**config.mk**
```make
export PLATFORM = sky130hd
export DESIGN_NAME = multi_key_debounce
export DESIGN_NICKNAME = d
export VERILOG_FILES = /design/src/rtl/multi_key_debounce.sv
export SDC_FILE = /design/constraint.sdc
export NUM_CORES = 1
export LEC_CHECK = 0
export CORE_MARGIN = 1.5
export CORE_UTILIZATION = 38
export CTS_CLUSTER_DIAMETER = 80
export DETAILED_ROUTE_END_ITERATION = 8
export PLACE_DENSITY = 0.66
export SLEW_MARGIN = 20
export SYNTH_ARGS = -nofsm -noshare
export SYNTH_HDL_FRONTEND = slang
export SYNTH_SLANG_ARGS = --single-unit
```
**constraint.sdc**
```tcl
create_clock -name key_clk -period 1.8 [get_ports key_clk]
set_clock_uncertainty 0.05 [all_clocks]
set_input_delay 0.36 -clock key_clk [delete_from_list [all_inputs] [get_ports key_clk]]
set_output_delay 0.36 -clock key_clk [all_outputs]
set_load 0.01 [all_outputs]
```
**src/rtl/multi_key_debounce.sv**
```systemverilog
// Multi-channel key debouncer: 2-flop sync, per-key stability counter, registered event pulses.
// Define LONG_PRESS_EN to add a per-key hold counter that drives long_pulse.
module multi_key_debounce #(
  parameter int   NUM_KEYS        = 4,
  parameter int   DEBOUNCE_CYCLES = 1000000,
  parameter int   LONG_CYCLES     = 50000000,
  parameter logic PRESS_LEVEL     = 1'b0
) (
  input  logic                key_clk,
  input  logic                key_rst_n,
  input  logic [NUM_KEYS-1:0] key,
  output logic [NUM_KEYS-1:0] key_value,
  output logic [NUM_KEYS-1:0] key_flag,
  output logic [NUM_KEYS-1:0] press_pulse,
  output logic [NUM_KEYS-1:0] release_pulse,
  output logic [NUM_KEYS-1:0] long_pulse
);

  localparam int                 CW       = $clog2(DEBOUNCE_CYCLES);
  localparam logic [CW-1:0]      CNT_LAST = CW'(DEBOUNCE_CYCLES - 1);
  localparam logic [NUM_KEYS-1:0] RELEASED = {NUM_KEYS{~PRESS_LEVEL}};

  if (NUM_KEYS < 1 || NUM_KEYS > 32 || DEBOUNCE_CYCLES < 2 || LONG_CYCLES < 2) begin : g_param_check
    $error("multi_key_debounce: parameter out of range");
  end

  logic [NUM_KEYS-1:0] sync1_q, sync2_q;
  logic [NUM_KEYS-1:0] value_q, value_d;
  logic [NUM_KEYS-1:0] flag_q, flag_d;
  logic [NUM_KEYS-1:0] press_q, press_d;
  logic [NUM_KEYS-1:0] release_q, release_d;
  logic [CW-1:0]       cnt_q [NUM_KEYS];
  logic [CW-1:0]       cnt_d [NUM_KEYS];

  always_comb begin
    // NOTE: every signal gets a default before the loop so no path leaves it unassigned (no latches).
    value_d   = value_q;
    flag_d    = '0;
    press_d   = '0;
    release_d = '0;
    for (int i = 0; i < NUM_KEYS; i++) begin
      cnt_d[i] = '0;
      if (sync2_q[i] != value_q[i]) begin
        if (cnt_q[i] == CNT_LAST) begin
          value_d[i]   = sync2_q[i];
          flag_d[i]    = 1'b1;
          press_d[i]   = (sync2_q[i] == PRESS_LEVEL);
          release_d[i] = (sync2_q[i] != PRESS_LEVEL);
        end else begin
          cnt_d[i] = cnt_q[i] + CW'(1);
        end
      end
    end
  end

  always_ff @(posedge key_clk or negedge key_rst_n) begin
    if (!key_rst_n) begin
      sync1_q   <= RELEASED;
      sync2_q   <= RELEASED;
      value_q   <= RELEASED;
      flag_q    <= '0;
      press_q   <= '0;
      release_q <= '0;
      // NOTE: the counters are plain flops, not a RAM, so they are cleared here to discard partial counts.
      for (int i = 0; i < NUM_KEYS; i++) cnt_q[i] <= '0;
    end else begin
      // NOTE: non-blocking assignments so every flop samples pre-edge values (sync chain stays two deep).
      sync1_q   <= key;
      sync2_q   <= sync1_q;
      value_q   <= value_d;
      flag_q    <= flag_d;
      press_q   <= press_d;
      release_q <= release_d;
      for (int i = 0; i < NUM_KEYS; i++) cnt_q[i] <= cnt_d[i];
    end
  end

  assign key_value     = value_q;
  assign key_flag      = flag_q;
  assign press_pulse   = press_q;
  assign release_pulse = release_q;

`ifdef LONG_PRESS_EN
  localparam int            HW        = $clog2(LONG_CYCLES + 1);
  localparam logic [HW-1:0] HOLD_LAST = HW'(LONG_CYCLES - 1);
  localparam logic [HW-1:0] HOLD_SAT  = HW'(LONG_CYCLES);

  logic [HW-1:0]       hold_q [NUM_KEYS];
  logic [HW-1:0]       hold_d [NUM_KEYS];
  logic [NUM_KEYS-1:0] long_q, long_d;

  // Parking the hold count one past the trigger value gives one long pulse per press.
  always_comb begin
    long_d = '0;
    for (int i = 0; i < NUM_KEYS; i++) begin
      hold_d[i] = '0;
      if (value_q[i] == PRESS_LEVEL) begin
        hold_d[i] = (hold_q[i] == HOLD_SAT) ? hold_q[i] : hold_q[i] + HW'(1);
        long_d[i] = (hold_q[i] == HOLD_LAST);
      end
    end
  end

  always_ff @(posedge key_clk or negedge key_rst_n) begin
    if (!key_rst_n) begin
      long_q <= '0;
      for (int i = 0; i < NUM_KEYS; i++) hold_q[i] <= '0;
    end else begin
      long_q <= long_d;
      for (int i = 0; i < NUM_KEYS; i++) hold_q[i] <= hold_d[i];
    end
  end

  assign long_pulse = long_q;
`else
  assign long_pulse = '0;
`endif

endmodule

```
## Yosys cells after proc, flatten, opt, wreduce, memory -nomap -nowiden

Cells that the tools add are included.

| storage, ports and cells | value |
|---|---|
| register bits | 104 |
| input port bits | 6 |
| output and inout port bits | 20 |
| word-level logic and storage cells | 65 |

| operators by class | value |
|---|---|
| add/sub/neg operators | 4 |
| equal/unequal tests | 8 |
| mux-type cells | 32 |
| bitwise logic cells | 4 |
| reduce and logical (&&, ||, !) cells | 4 |

Operators by type and width:

| operator | count |
|---|---|
| 20-bit 2-to-1 mux | 8 |
| 20-bit by 1-bit adder with 20-bit output, second input constant | 4 |
| 20-bit equality test, second input constant | 4 |
| 1-bit 2-to-1 mux | 24 |
| 2-bit AND reduction | 4 |
| 1-bit inequality test | 4 |
| 1-bit inverter | 4 |

## Longest topological paths before layout

Gate-level depths: netlist of run 1.

| logic depth | value |
|---|---|
| depth after elaboration | 3 |
| depth in mapped cells | 6 |
| gate-level depth less buffers | 5 |

## Least setup slack after synthesis of run 1

OpenSTA, ideal clock, no wires.

| path | value |
|---|---|
| path type | register to register |
| start point | register cnt_q[60] (netlist bit) |
| end point | register cnt_q[78] (netlist bit) |
| setup time | 0.073 ns |
| data arrival time | 1.904 ns |
| required time | 1.677 ns |
| setup slack | -0.227 ns |
| stages on the path, launching flop included | 7 |
| path buffers | 1 |
| clock period less this slack | 2.027 ns |
| path through | dfrtp_1 ha_1 nand2_1 or4_1 buf_2 or4_4 a21oi_2 |

RTL lines:

| what | RTL line | RTL |
|---|---|---|
| start: declaration | 32 | `logic [CW-1:0] cnt_q [NUM_KEYS];` |

==> flow_summary.json, run 1 <==
{
  "rsz0062_at_grt": "true",
  "synth_area_leaders": "dfrtp_1, dfstp_2, xor2_1, nor2_1, xnor2_1",
  "rr_worst_depth": 5,
  "path_buf_inv": 1,
  "first_pass_iters": 4,
  "core_area_um2": 12500,
  "synth_ff_type": "dfrtp_1",
  "drt-wirelength-per-cell_um": 13.2,
  "start_util_pct": 38.6,
  "routed_wirelength_um": 9950,
  "vias": 3797,
  "ir_worst_vdd_uv": 526,
  "ys_types": 42,
  "yosys.area.top_type": "dfrtp_1",
  "critPathMaxFanout": 6,
  "worst-setup-path-type": "reg -> reg",
  "drt-initial-drc-count": 137,
  "multiInputGateArea_um2": 2310,
  "io_buffers": 21,
  "synth-seq-cells": 104,
  "chipWidth_um": 116,
  "violations": "negative setup slack",
  "design_area_um2": 6460,
  "crit_arrival_ns": 2.04,
  "start_kind": "flip-flop",
  "power_density_nw_per_um2": 718,
  "track_usage_pct": 15.9,
  "drc_errors": 0,
  "postSynthAreaPerCell_um2": 10.3,
  "fin_crit_sh_pct": 103,
  "cts_buffers": 9,
  "synthArstFlopShare_pct": 100,
  "max_cap_viol_count": 0,
  "grt_max_degree": 36,
  "path_delay_family": "simple AND/OR/NAND/NOR gates",
  "ant_nets": 0,
  "setup_tns_ns": -0.770,
  "dp_hpwl_um": 6830,
  "regToRegStartpoint": "cnt_q[73]$_DFF_PN0_",
  "antenna_found_initial": 0,
  "die_h_um": 116,
  "slew_viol_final": 0,
  "netlist_area_um2": 4830,
  "r2r_end": "cnt_q[67]$_DFF_PN0_",
  "fill_cells": 1145,
  "overflow": 0,
  "path_clk_slew_ns": 0.07,
  "regArea_um2": 2620,
  "dieArea_um2": 13400,
  "hold_path_class": "reg -> reg",
  "slowest_delay_ns": 0.56,
  "end_kind": "flip-flop",
  "holdPathStages": 0,
  "worst-r2r-setup-slack_ns": -0.06,
  "drive_gt1_share_pct": 30.4,
  "ctsHtreeMaxLevel": 3,
  "synth_seq_area_share_pct": 54.2,
  "via_per_inst": 5.03,
  "postSynthCellCount": 467,
  "layout.nets": 588,
  "worst_hold_startpoint": "sync1_q[0]$_DFF_PN1_",
  "hold_viol": 0,
  "antennaDiodeCount": 0,
  "syn_to_final_growth_pct": 33.7,
  "p_leak_nw": 2.67,
  "clk_path_buf_depth": 2,
  "clkLatencyLatePin_ns": 0.35,
  "clock.fmax_mhz": 539,
  "required_ns": 1.99,
  "root_buffer": "clkbuf_16",
  "status": "finished with violations",
  "num_rows": 41,
  "clkSinkCount": 104,
  "place_ws_ns": -0.125,
  "postPlaceCellArea_um2": 5810,
  "slowest_stage": "or4_4",
  "crit_chain": "or4_4, nor4_4, a31o_4, buf_6, nor2_2",
  "fin_crit_ns": 1.86,
  "worstHoldEndpoint": "sync2_q[0]$_DFF_PN1_",
  "synthDominantCellAreaShare_pct": 47.6,
  "grt_pass1_vias": 3768,
  "worst_slack_ns": -0.0566,
  "yosysWarnings": 0,
  "synth_edf_count": 0,
  "pin_count": 26,
  "grt_pass1_wl_um": 16800,
  "cts_tree": "yes",
  "gp_congestion": 0.777,
  "setup_violations": 21
}
## power breakdown
part,switching [W],internal (W)
Sequential,0.0000315,0.00237
Clock,0.000919,0.00110
Combinational,0.000123,0.0000981
Total,0.00107,0.00357
## through the flow
stage / total power [W] / hold WS (ns) / instances / util [%]
after floorplan: 0.00253 / 0.0144 / 470 / -
after global placement: 0.00264 / 0.271 / 720 / 46.4
after detailed placement: 0.00264 / 0.273 / 720 / 46.4
after CTS: 0.00468 / 0.309 / 743 / 49.9
after global routing: 0.00483 / 0.316 / 755 / 51.6
final: 0.00464 / 0.307 / 755 / 51.6
## metal layers
metal | share of wire, % | global-route usage [%] | wire length [µm]
met4 | 2.2 | 8.13 | 217
met1 | 47 | 20.1 | 4630
met2 | 49 | 26.1 | 4870
met3 | 2.4 | 3.09 | 238
met5 | 0 | 0 | 0
## timing repair
action / CTS / global route
resized for setup: 25 / 31
setup buffers: 4 / 11
setup endpoints to repair: 33 / 91
hold buffers: 1 / 0
hold endpoints to repair: 23 / 0
pin swaps: 10 / 10
cloned: 2 / 1
## layout make-up
class	count	area share, %
sequential	104	40.6
multi-input combinational	337	35.8
timing repair buffer	113	14.8
clock buffer	9	3.49
tap	172	3.33
clock inverter	7	1.22
inverter	13	0.755
## worst max path at each step
stage                     slack, ns                  endpoint  cells past startpoint                start
after global placement        -0.06       cnt_q[78]$_DFF_PN0_                      5  cnt_q[60]$_DFF_PN0_
after global routing          -0.11  key_value[0]$_DFFE_PN1P_                      4  cnt_q[73]$_DFF_PN0_
final                         -0.06       cnt_q[67]$_DFF_PN0_                      5  cnt_q[73]$_DFF_PN0_
after floorplan               -0.08       cnt_q[78]$_DFF_PN0_                      5  cnt_q[62]$_DFF_PN0_
after CTS                     -0.04  key_value[3]$_DFFE_PN1P_                      4  cnt_q[16]$_DFF_PN0_
after detailed placement      -0.13       cnt_q[76]$_DFF_PN0_                      5  cnt_q[60]$_DFF_PN0_
## Yosys cell counts (all sizes together), types with 3 or more instances
| master | number |
|---|---|
| xor2 | 27 |
| xnor2 | 23 |
| nor2 | 55 |
| or4 | 14 |
| mux2 | 4 |
| dfstp | 12 |
| nor2b | 3 |
| ha | 4 |
| dfrtp | 92 |
| nand3 | 34 |
| buf | 11 |
| inv | 13 |
| nand4 | 14 |
| nor3 | 7 |
| and4 | 6 |
| nor3b | 8 |
| o31ai | 11 |
| clkbuf | 5 |
| nor4 | 10 |
| and2 | 3 |
| o21ai | 17 |
| or3 | 22 |
| nand2 | 24 |
| and3 | 11 |
| nor4b | 4 |
| a21oi | 26 |
## registers in the layout, indices dropped and copies added (netlist names)
register	count
cnt_q	80
key_flag	4
key_value	4
press_pulse	4
release_pulse	4
sync1_q	4
sync2_q	4
## cell usage in the layout, fill, tap and decap left out, drive strengths merged, types with 12 or more instances in the layout
cell and instances:
nand2 24, a21oi 26, or3 22, nand3 34, xor2 27, xnor2 23, dfrtp 92, inv 16
dfstp 12, o21ai 17, nand4 14, nor2 55, or4 14, clkdlybuf4s50 16, buf 92
## logic make-up (layout without fill, tap and decap cells)
family                   count (synthesis)  in the layout  share of synthesized area [%]
multiplexers                             4              4                          0.932
AO/OA/AOI/OAI                           56             56                           7.09
adder cells (fa/ha/maj)                  4              4                           1.04
AND/OR/NAND/NOR                        219            219                           24.9
other                                    1              4                         0.0776
flip-flops                             104            104                           54.2
XOR/XNOR                                50             50                           9.06
buffers and inverters                   29            142                           2.77
No activity file was read; power rests on OpenSTA's default activity.
==> run 2, diff against run 1 <==
--- a/config.mk
+++ b/config.mk
@@ -5,7 +5,6 @@
 export SDC_FILE = /design/constraint.sdc
 export NUM_CORES = 1
 export LEC_CHECK = 0
-export CORE_MARGIN = 1.5
 export CORE_UTILIZATION = 38
 export CTS_CLUSTER_DIAMETER = 80
 export DETAILED_ROUTE_END_ITERATION = 8
==> run 2 against run 1 <==
Effect of this change: the run ends with negative hold slack, negative setup slack left; largest cell class unchanged; largest power group unchanged; flip-flop and latch count unchanged; critical path type unchanged; sequential power about the same; power increased by 2.4%.
==> flow_summary.json, run 2 (same netlist as run 1, synthesis figures left out) <==
{
  "status": "finished with violations",
  "violations": "negative hold slack, negative setup slack",
  "chipWidth_um": 115,
  "clock.fmax_mhz": 542,
  "max_cap_viol_count": 0,
  "drt-initial-drc-count": 360,
  "syn_to_final_growth_pct": 35.0,
  "cts_buffers": 9,
  "clk_path_buf_depth": 2,
  "die_h_um": 115,
  "num_rows": 40,
  "grt_pass1_wl_um": 17200,
  "antenna_found_initial": 0,
  "regMostFlops": "cnt_q",
  "vias": 3852,
  "p_switching_w": 0.00105,
  "fin_crit_sh_pct": 103,
  "final_common_cell": "dfrtp_1",
  "hold_viol": 9,
  "grt_max_degree": 105,
  "worst_slack_ns": -0.0458,
  "routed_wirelength_um": 10700,
  "first_pass_iters": 4,
  "swShare_pct": 22.1,
  "ant_nets": 0,
  "tightest_slew_ns": 0.574,
  "gp_congestion": 0.790,
  "root_buffer": "clkbuf_16",
  "grt_pass1_vias": 3856,
  "largest_reg_flops": 80,
  "fin_cells": 739,
  "layout.nets": 576,
  "crit_arrival_ns": 2.03,
  "clkLatencyLatePin_ns": 0.35,
  "drc_errors": 0,
  "slew_viol_final": 0,
  "start_kind": "flip-flop",
  "track_usage_pct": 16.5,
  "end_kind": "flip-flop",
  "pwr-share-clk_pct": 44.5,
  "rsz0062_at_grt": "true",
  "setup_violations": 26,
  "dp_hpwl_um": 6660,
  "intPower_w": 0.00370,
  "ir_worst_vdd_uv": 438,
  "relSlewSlack_pct": 61.8,
  "holdWs_ns": -0.0192,
  "overflow": 0,
  "ctsHtreeMaxLevel": 3,
  "pin_count": 26,
  "start_util_pct": 39.6,
  "clkSinkCount": 104,
  "required_ns": 1.99,
  "dieArea_um2": 13200,
  "critPathMaxFanout": 20,
  "drt-wirelength-per-cell_um": 14.5,
  "final_cell_mix": "dfrtp_1, buf_4, nor2_1",
  "path_clk_slew_ns": 0.07,
  "place_ws_ns": -0.0903,
  "worst-setup-path-type": "reg -> reg",
  "antennaDiodeCount": 0,
  "via_per_inst": 5.21,
  "fill_cells": 1097,
  "io_buffers": 21,
  "place_inst": 708,
  "drive_gt1_share_pct": 31.5,
  "pwr-share-seq_pct": 50.7,
  "hold_path_class": "in -> async",
  "cts_tree": "yes",
  "core_area_um2": 12200,
  "p_leak_nw": 2.64,
  "setup_tns_ns": -0.773,
  "fin_crit_ns": 1.85,
  "worst-r2r-setup-slack_ns": -0.05,
  "combPwrFrac_pct": 4.9,
  "power_density_nw_per_um2": 729
}
-- run 2: changes by cell type in the layout (fill, tap and decap cells not counted), sizes merged --
cell,previous run,this run
buf,92,78
clkbuf,9,13
clkinv,3,1
clkinvlp,0,2
inv,16,14
bufinv,1,2
dlygate4sd3,1,0
-- run 2: worst max-delay path: stages (launching register included) --
cell     delay (ns)
dfrtp_1        0.38
or4_4          0.55
nor4_4         0.30
a31o_2         0.22
buf_12         0.16
a21oi_1        0.06
-- run 2: power by group through the flow --
stage | clock, W | combinational, W | sequential [W]
final | 0.00211 | 0.000232 | 0.00241
after global routing | 0.00227 | 0.000255 | 0.00241
after CTS | 0.00218 | 0.000193 | 0.00241
after detailed placement | 0 | 0.000190 | 0.00245
after global placement | 0 | 0.000187 | 0.00245
after floorplan | 0 | 0.0000824 | 0.00245
-- run 2: per-stage QoR --
step	util (%)	cell area [µm²]	total power (W)
after global placement	47.4	5780	0.00264
after CTS	50.6	6180	0.00478
after detailed placement	47.4	5780	0.00264
after global routing	53.4	6520	0.00494
after floorplan	-	4930	0.00253
final	53.4	6520	0.00475
-- run 2: layout make-up --
cell class | count | area (µm²) | share of cell area (%)
well taps | 168 | 210 | 3.22
inverters | 13 | 48.8 | 0.748
repair buffers | 101 | 941 | 14.4
clock buffers | 10 | 229 | 3.51
flip-flops and latches | 104 | 2620 | 40.2
multi-input cells | 337 | 2380 | 36.5
clock inverters | 6 | 92.6 | 1.42
-- run 2: timing repair --
item,4_1_cts,5_1_grt
pin swaps,4,15
setup endpoints to repair,31,64
cloned,0,4
setup buffers,3,8
gates resized for setup,18,47
hold buffers,0,0
-- run 2: metal layers --
| layer | wire (µm) | track usage, % |
|---|---|---|
| met1 | 4850 | 20.6 |
| met2 | 5260 | 28.5 |
| met3 | 312 | 2.58 |
| met4 | 270 | 7.36 |
| met5 | 0 | 0 |
-- run 2: worst paths after layout --
| path | start | endpoint | depth (start not counted) |
|---|---|---|---|
| worst max-delay path | cnt_q[72]$_DFF_PN0_ | cnt_q[73]$_DFF_PN0_ | 5 |
| worst min-delay path | key_rst_n | cnt_q[78]$_DFF_PN0_ | 2 |
| worst max register to register | cnt_q[72]$_DFF_PN0_ | cnt_q[73]$_DFF_PN0_ | 5 |
| worst min register to register | sync1_q[1]$_DFF_PN1_ | sync2_q[1]$_DFF_PN1_ | 0 |
| max in group asynchronous | key_rst_n | cnt_q[10]$_DFF_PN0_ | 2 |
| min in group key_clk | sync1_q[1]$_DFF_PN1_ | sync2_q[1]$_DFF_PN1_ | 0 |
==> run 3, diff against run 2 <==
--- a/config.mk
+++ b/config.mk
@@ -5,6 +5,7 @@
 export SDC_FILE = /design/constraint.sdc
 export NUM_CORES = 1
 export LEC_CHECK = 0
+export CORE_MARGIN = 2
 export CORE_UTILIZATION = 38
 export CTS_CLUSTER_DIAMETER = 80
 export DETAILED_ROUTE_END_ITERATION = 8
==> run 3 against run 2 <==
Effect of this change: power down 2.3%; flip-flop and latch count stayed put; via count shrank 3.4%; non-clock buffer count shrank 2; register-to-register slack is essentially flat; the run ends with negative setup slack left; critical path type unchanged; largest power group unchanged; hold slack improved by 0.33 ns.
==> flow_summary.json, run 3 (same netlist as run 1, synthesis figures left out) <==
{
  "slowest_delay_ns": 0.55,
  "ant_nets": 0,
  "grt_pass1_vias": 3653,
  "final_cell_mix": "dfrtp_1, buf_4, nor2_1",
  "final_common_cell": "dfrtp_1",
  "regToRegStartpoint": "cnt_q[72]$_DFF_PN0_",
  "dieArea_um2": 13600,
  "required_ns": 2.00,
  "p_switching_w": 0.00102,
  "largest_reg_flops": 80,
  "antennaDiodeCount": 0,
  "track_usage_pct": 15.4,
  "pin_count": 26,
  "crit_chain": "or4_4, nor4_4, a31o_2, buf_12, nor2_1",
  "io_buffers": 21,
  "critPathMaxFanout": 20,
  "first_pass_iters": 4,
  "num_rows": 41,
  "drive_gt1_share_pct": 26.7,
  "grt_max_degree": 33,
  "grt_pass1_wl_um": 16600,
  "start_util_pct": 38.6,
  "hold_viol": 0,
  "intPower_w": 0.00362,
  "chipWidth_um": 117,
  "clkLatencyLatePin_ns": 0.36,
  "core_area_um2": 12500,
  "postPlaceCellArea_um2": 5780,
  "drt-initial-drc-count": 135,
  "path_buf_inv": 1,
  "routed_wirelength_um": 9600,
  "ir_worst_vdd_uv": 424,
  "gp_congestion": 0.841,
  "cts_tree": "yes",
  "syn_to_final_growth_pct": 30.2,
  "path_delay_family": "simple AND/OR/NAND/NOR gates",
  "cp.depth": 5,
  "pwr-share-clk_pct": 43.7,
  "grt_util_met2_pct": 25.6,
  "rr_worst_depth": 5,
  "place_inst": 713,
  "crit_arrival_ns": 2.04,
  "fin_cells": 741,
  "fill_cells": 1156,
  "fin_crit_ns": 1.84,
  "start_kind": "flip-flop",
  "worst_slack_ns": -0.0387,
  "vias": 3720,
  "hold_path_class": "reg -> reg",
  "die_h_um": 117,
  "end_kind": "flip-flop",
  "worst-setup-path-type": "reg -> reg",
  "max_cap_viol_count": 0,
  "globalRouteMet3Util_pct": 2.68,
  "swShare_pct": 22.0,
  "design_area_um2": 6290,
  "fin_crit_sh_pct": 102,
  "slowest_stage": "or4_4",
  "pwr-share-seq_pct": 51.8,
  "slew_viol_final": 0,
  "clock.fmax_mhz": 544,
  "holdWs_ns": 0.309,
  "path_clk_slew_ns": 0.07,
  "clkSinkCount": 104,
  "root_buffer": "clkbuf_16",
  "r2r_end": "cnt_q[64]$_DFF_PN0_",
  "p_leak_nw": 2.60,
  "regMostFlops": "cnt_q",
  "antenna_found_initial": 0,
  "grt_use_met1_pct": 19.5,
  "dp_hpwl_um": 6790,
  "drc_errors": 0,
  "setup_violations": 22,
  "status": "finished with violations",
  "ctsHtreeMaxLevel": 3,
  "power_density_nw_per_um2": 738,
  "final_util_pct": 50.3,
  "rsz0062_at_grt": "true",
  "clk_path_buf_depth": 2,
  "layout.nets": 574,
  "violations": "negative setup slack",
  "worst-r2r-setup-slack_ns": -0.04,
  "drt-wirelength-per-cell_um": 13.0,
  "cts_buffers": 9,
  "overflow": 0,
  "combPwrFrac_pct": 4.5,
  "via_per_inst": 5.02,
  "cp-startpoint": "cnt_q[72]$_DFF_PN0_",
  "top_usage_layer": "met2",
  "critPathCapture": "cnt_q[64]$_DFF_PN0_"
}
==> run 3: final cells by class <==
type / count / area, µm² / area share, %
tap: 172 / 215 / 3.42
timing repair buffer: 99 / 848 / 13.5
inverter: 13 / 48.8 / 0.775
multi-input combinational: 337 / 2250 / 35.8
sequential: 104 / 2620 / 41.6
clock inverter: 4 / 52.6 / 0.835
clock buffer: 12 / 256 / 4.07
==> run 3: per-layer routing <==
layer  part of all wire, %  up-vias
met1                    46     1822
met3                   3.2       14
met5                     0        -
li1                      -     1844
met4                   1.7        0
met2                    49       40
==> run 3: worst min path at each step <==
stage / end / depth (start not counted) / slack [ns] / startpoint
after CTS: sync2_q[3]$_DFF_PN1_ / 0 / 0.31 / sync1_q[3]$_DFF_PN1_
final: sync2_q[1]$_DFF_PN1_ / 0 / 0.31 / sync1_q[1]$_DFF_PN1_
after global routing: sync2_q[1]$_DFF_PN1_ / 0 / 0.31 / sync1_q[1]$_DFF_PN1_
after floorplan: cnt_q[0]$_DFF_PN0_ / 0 / 0.01 / key_rst_n
after detailed placement: press_pulse[3]$_DFF_PN0_ / 1 / 0.29 / key_rst_n
after global placement: press_pulse[3]$_DFF_PN0_ / 1 / 0.29 / key_rst_n
==> run 3: per-stage QoR <==
stage / setup WS [ns] / power, W / TNS (ns)
floorplan: -0.0828 / 0.00253 / -0.269
global placement: -0.0460 / 0.00264 / -0.155
detailed placement: -0.0900 / 0.00264 / -0.912
CTS: -0.0404 / 0.00468 / -0.633
global route: -0.116 / 0.00482 / -3.31
finish: -0.0387 / 0.00464 / -0.661
==> run 3: timing repair <==
action | 4_1_cts | 5_1_grt
hold buffers | 1 | 0
gates cloned | 0 | 0
endpoints found under the hold margin | 20 | 0
gates resized for setup | 12 | 18
buffers inserted | 2 | 9
pin swaps | 2 | 9
setup endpoints to repair | 30 | 73
==> run 3: power by group through the flow <==
stage / registers [W] / clock network (W) / logic [W]
2_1_floorplan: 0.00245 / 0 / 0.0000824
3_3_place_gp: 0.00245 / 0 / 0.000190
3_5_place_dp: 0.00245 / 0 / 0.000194
4_1_cts: 0.00241 / 0.00207 / 0.000204
5_1_grt: 0.00241 / 0.00217 / 0.000240
6_report: 0.00240 / 0.00203 / 0.000210
==> run 3: worst reg2reg max path: cells and delay by family, from the launching register on <==
| kind | cells | cell delay, ns |
|---|---|---|
| and+or+nand+nor | 3 | 0.92 |
| AOI/OAI and AO/OA | 1 | 0.22 |
| DFF | 1 | 0.38 |
| buffers and inverters | 1 | 0.16 |
